<file path="src/rtl/ac_store_unit.sv">
// Accumulator store queue: buffers {addr, data} stores and commits them to data memory over req/ack.
// Latency: a store into an empty queue raises mem_req one cycle after acceptance; the entry retires on ack or timeout.
// Backpressure: st_ready drops while the queue is full (optional STORE_MERGE_EN lets a same-address store merge even when full).
module ac_store_unit #(
   parameter int DATA_W  = 16,
   parameter int ADDR_W  = 12,
   parameter int DEPTH   = 4,
   parameter int TIMEOUT = 15
) (
   input  logic              clk,
   input  logic              rst_n,
   input  logic              st_valid,
   output logic              st_ready,
   input  logic [ADDR_W-1:0] st_addr,
   input  logic [DATA_W-1:0] ac_in,
   output logic              mem_req,
   output logic              mem_we,
   output logic [ADDR_W-1:0] mem_addr,
   output logic [DATA_W-1:0] mem_wdata,
   input  logic              mem_ack,
   output logic              busy,
   output logic              err,
   input  logic              err_clr
);

   localparam int PW = $clog2(DEPTH);
   localparam int CW = PW + 1;
   localparam int TW = (TIMEOUT > 1) ? $clog2(TIMEOUT) : 1;
   localparam logic [CW-1:0] FULL_CNT = CW'(DEPTH);
   localparam logic [TW-1:0] TO_LAST  = TW'(TIMEOUT - 1);

   localparam logic [0:0] IDLE  = 1'b0;
   localparam logic [0:0] ISSUE = 1'b1;

   logic [ADDR_W-1:0] addr_mem [DEPTH];
   logic [DATA_W-1:0] data_mem [DEPTH];
   logic [PW-1:0]     wr_ptr;
   logic [PW-1:0]     rd_ptr;
   logic [CW-1:0]     count;
   logic [0:0]        state;
   logic [TW-1:0]     wait_cnt;
   logic              full;
   logic              empty;
   logic              push;
   logic              pop;
   logic              to_hit;
   logic [DATA_W-1:0] head_wdata;

   assign full  = (count == FULL_CNT);
   assign empty = (count == '0);

`ifdef STORE_MERGE_EN
   logic [PW-1:0] last_ptr;
   logic          merge_hit;
   logic          merge;

   // Newest entry; it equals the head only when exactly one entry is queued.
   assign last_ptr = wr_ptr - 1'b1;

   // A store to the newest entry's address folds into it, unless that entry is already on the bus.
   assign merge_hit = !empty && (st_addr == addr_mem[last_ptr]) &&
                      !((last_ptr == rd_ptr) && (state == ISSUE));
   assign st_ready  = !full || merge_hit;
   assign merge     = st_valid && merge_hit;
   assign push      = st_valid && st_ready && !merge_hit;

   // When the head is issued in the same cycle it is merged into, forward the new data.
   assign head_wdata = (merge && (last_ptr == rd_ptr)) ? ac_in : data_mem[rd_ptr];
`else
   assign st_ready   = !full;
   assign push       = st_valid && st_ready;
   assign head_wdata = data_mem[rd_ptr];
`endif

   // Head retires on ack or when the wait budget runs out.
   assign to_hit = (state == ISSUE) && !mem_ack && (wait_cnt == TO_LAST);
   assign pop    = (state == ISSUE) && (mem_ack || to_hit);

   assign mem_we = mem_req;
   assign busy   = (count != '0) || (state != IDLE);

   // Entry storage: allocate at the tail, or overwrite the newest entry on a merge.
   always_ff @(posedge clk) begin
      if (push) begin
         addr_mem[wr_ptr] <= st_addr;
         data_mem[wr_ptr] <= ac_in;
      end
`ifdef STORE_MERGE_EN
      else if (merge) begin
         data_mem[last_ptr] <= ac_in;
      end
`endif
   end

   // Queue bookkeeping: pointers wrap naturally since DEPTH is a power of two.
   always_ff @(posedge clk or negedge rst_n) begin
      if (!rst_n) begin
         wr_ptr <= '0;
         rd_ptr <= '0;
         count  <= '0;
      end else begin
         if (push) wr_ptr <= wr_ptr + 1'b1;
         if (pop)  rd_ptr <= rd_ptr + 1'b1;
         case ({push, pop})
            2'b10:   count <= count + 1'b1;
            2'b01:   count <= count - 1'b1;
            default: count <= count;
         endcase
      end
   end

   // Memory-side sequencer: latch the head onto the bus, then wait for ack or timeout.
   always_ff @(posedge clk or negedge rst_n) begin
      if (!rst_n) begin
         state     <= IDLE;
         mem_req   <= 1'b0;
         mem_addr  <= '0;
         mem_wdata <= '0;
         wait_cnt  <= '0;
      end else if (state == IDLE) begin
         if (!empty) begin
            mem_addr  <= addr_mem[rd_ptr];
            mem_wdata <= head_wdata;
            mem_req   <= 1'b1;
            wait_cnt  <= '0;
            state     <= ISSUE;
         end
      end else begin
         if (mem_ack || to_hit) begin
            mem_req <= 1'b0;
            state   <= IDLE;
         end else begin
            wait_cnt <= wait_cnt + 1'b1;
         end
      end
   end

   // Sticky timeout flag; a new timeout outranks a clear in the same cycle.
   always_ff @(posedge clk or negedge rst_n) begin
      if (!rst_n) begin
         err <= 1'b0;
      end else if (to_hit) begin
         err <= 1'b1;
      end else if (err_clr) begin
         err <= 1'b0;
      end
   end

endmodule
</file>
<file path="config.mk">
export PLATFORM = sky130hd
export DESIGN_NAME = ac_store_unit
export DESIGN_NICKNAME = d
export VERILOG_FILES = /design/src/rtl/ac_store_unit.sv
export SDC_FILE = /design/constraint.sdc
export NUM_CORES = 1
export LEC_CHECK = 0
export CORE_MARGIN = 3
export CORE_UTILIZATION = 55
export DETAILED_ROUTE_END_ITERATION = 6
export GPL_ROUTABILITY_DRIVEN = 0
export GPL_TIMING_DRIVEN = 0
export MAX_ROUTING_LAYER = met4
export PLACE_DENSITY = 0.8
export SETUP_SLACK_MARGIN = 0.2
export SYNTH_ARGS = -nofsm -noshare
export SYNTH_HDL_FRONTEND = slang
export SYNTH_SLANG_ARGS = --single-unit
</file>
<file path="constraint.sdc">
create_clock -name clk -period 4.35 [get_ports clk]
set_input_delay 0.87 -clock clk [delete_from_list [all_inputs] [get_ports clk]]
set_output_delay 0.87 -clock clk [all_outputs]
set_load 0.01 [all_outputs]
</file>
==> flow_metrics.py <==
metrics = {
    "logic_synthesis": {
        "ys_warn_count": 0,
        "avgSynthCellArea_um2": 21.2,
        "synthCells": 279,
        "synth_top_cell_area_share_pct": 56.9,
        "synth_ff_type": "edfxtp_1",
        "mappedNetlistNets": 320,
        "synthTopCellsByArea": "edfxtp_1 57%, dfrtp_1 18%, mux4_2 11%",
        "syn_area_mm2": 0.00591,
        "synth_edf_count": 112,
        "synth_common_cells": "112 x edfxtp_1, 42 x dfrtp_1, 28 x mux4_2",
        "ys_types": 35,
        "synth.largest_area_cell": "edfxtp_1",
        "synth_most_common_cell": "edfxtp_1",
        "async_reset_ff_share_pct": 27.3,
        "ys_seq_area_share_pct": 74.6,
        "synth_seq_cells": 154,
    },
    "pwr": {
        "p_leak_uw": 0.00265,
        "switchingPower_uw": 1470,
        "pwr-share-seq_pct": 41.6,
        "swShare_pct": 28.0,
        "p_total_uw": 5270,
        "ir_drop_mv": 0.319,
        "combinationalPowerShare_pct": 30.1,
        "clockPowerShare_pct": 28.2,
        "intPower_uw": 3800,
        "power_density_mw_per_mm2": 717,
    },
    "hold_path": {
        "hp-class": "in -> async",
    },
    "floorplan": {
        "core_mm2": 0.0104,
        "io_pins": 66,
        "rows": 37,
        "die_w_um": 110,
        "die_y_um": 110,
        "start_util_pct": 57.0,
        "dieArea_mm2": 0.0120,
    },
    "final_layout": {
        "antenna_cells": 0,
        "syn_to_final_growth_pct": 24.3,
        "drive_above_1_share_pct": 29.2,
        "stdcell_area_mm2": 0.00735,
        "fillers": 656,
        "nets": 405,
    },
    "critical_path": {
        "worst-path-max-fanout": 7,
        "cp-end-kind": "output pin",
        "slowest_delay_ns": 0.49,
        "path_class": "reg -> out",
        "cp.required_ns": 3.48,
        "worstPathCellList": "nor3_4 -> nand2_1 -> clkdlybuf4s50_1",
        "cpMaxStageDelayCell": "clkdlybuf4s50_1",
        "startpoint_type": "flop",
        "arrival_ns": 1.97,
    },
    "clocking": {
        "path_clk_slew_ns": 0.07,
        "cts_sinks": 154,
        "cts_tree": "built",
        "cts_max_level": 4,
        "cts_resized": 0,
        "post_cts_buffers": 0,
        "insertion_delay_ns": 0.52,
        "cts.path.max_buffers": 2,
        "cts_root_buf": "clkbuf_8",
        "numCtsBuffers": 17,
        "holdBufCountCts": 0,
    },
    "global_routing": {
        "grt_pass1_vias": 3146,
        "antenna_found_initial": 0,
        "grt_first_pass_wirelength_mm": 16.7,
        "grt_max_degree": 35,
        "globalRouteTotalUtil_pct": 20.2,
        "overflow": 0,
    },
    "timing": {
        "fin_crit_sh_pct": 65.2,
        "hold_slack_ns": 0.216,
        "fin_crit_ns": 2.84,
        "drv_slew": 0,
        "timing.fmax_ghz": 0.353,
        "worst_pin_slew_ns": 0.816,
        "hold_viol": 0,
        "relSlewSlack_pct": 45.6,
        "rsz0062_at_grt": "no",
        "tns_ns": 0,
        "setup_viol": 0,
        "finalClockSkew_ns": 0.0107,
    },
    "detailed_routing": {
        "drt-initial-drc-count": 99,
        "wl_mm": 10.6,
        "dr.pass1.iters": 4,
        "remaining_drc_errors": 0,
        "wl_per_cell_um": 20.7,
        "ant_nets": 0,
        "via_count": 2893,
        "detail_route.vias_per_cell": 5.64,
    },
    "status": {
        "status": "finished clean",
    },
    "placed_design": {
        "dpl.hpwl_mm": 5.96,
        "dpl_cell_area_mm2": 0.00675,
        "portBuffers": 65,
    },
    "flow_run": {
        "cap_violations": 0,
    },
}
[metal layers]
layer  up-vias  part of all wire [%]  track usage (%)
li1       1283                     -                -
met1      1514                    43             26.1
met2        73                    52             31.1
met3        23                   3.5             4.23
met4         0                   2.4             9.44
met5         -                     0                -
[cell families (layout without fill, tap and decap cells)]
family	after synthesis	in the layout	share of synthesized area, %
and+or+nand+nor	25	25	2.81
muxes	58	58	17.0
DFF	154	154	74.6
AOI/OAI and AO/OA	9	9	0.994
adders and majority gates	8	8	1.82
xor gates and xnor gates	7	7	1.04
buffers and inverters	18	116	1.69
[layout make-up]
cell class / count / area, um2 / area share, %
Multi-Input combinational cell: 107 / 1400 / 19.0
Tap cell: 136 / 170 / 2.31
Clock inverter: 15 / 186 / 2.54
Clock buffer: 17 / 414 / 5.63
Timing Repair Buffer: 66 / 666 / 9.06
Sequential cell: 154 / 4410 / 60.1
Buffer: 11 / 73.8 / 1.00
Inverter: 7 / 26.3 / 0.357
[sequential cells by signal (all words and copies together), names as in the netlist, 2 cells and up]
register / count
wait_cnt: 4
addr_mem: 48
wr_ptr: 2
data_mem: 64
mem_wdata: 16
count: 3
rd_ptr: 2
mem_addr: 12
[power groups by stage]
stage | Clock [uW] | Combinational, uW | Sequential (uW)
finish | 1490 | 1590 | 2190
global route | 1580 | 1730 | 2230
CTS | 1510 | 1630 | 2200
detailed placement | 0 | 1610 | 2220
global placement | 0 | 1570 | 2200
floorplan | 0 | 970 | 2240
[per-stage QoR]
stage | instances | setup WS [ns] | utilization, %
final | 513 | 1.51 | 70.9
after global routing | 513 | 1.45 | 70.9
after CTS | 513 | 1.49 | 70.9
after detailed placement | 481 | 1.36 | 65.1
after global placement | 480 | 1.02 | 64.9
after floorplan | 279 | 2.06 | -
[cell usage in the layout (no fill, tap or decap), types with 6 or more instances in the layout]
cell type	n
edfxtp_1	112
clkdlybuf4s50_1	64
dfrtp_1	42
mux4_2	28
mux2_2	20
clkbuf_16	16
mux2_4	10
inv_1	7
ha_1	7
buf_2	6
[worst max-delay path: cells and delay by family, from the launching register on]
family	cells	cell delay, ns
simple gates	2	0.51
buf+inv	1	0.49
flops	1	0.45
[path summary, 6_finish.rpt]
path,depth (start not counted),end,start,slack (ns)
max in group asynchronous,2,mem_req,rst_n,3.64
worst min-delay path,1,mem_wdata[9],rst_n,0.22
worst max-delay path,3,busy,count[1],1.51
min in group clk,1,mem_wdata[10],mem_wdata[10],0.51
worst min register to register,1,mem_wdata[10],mem_wdata[10],0.51
worst max register to register,10,count[2],wait_cnt[0],2.06
Note: power is estimated with default switching activity, not from simulation.
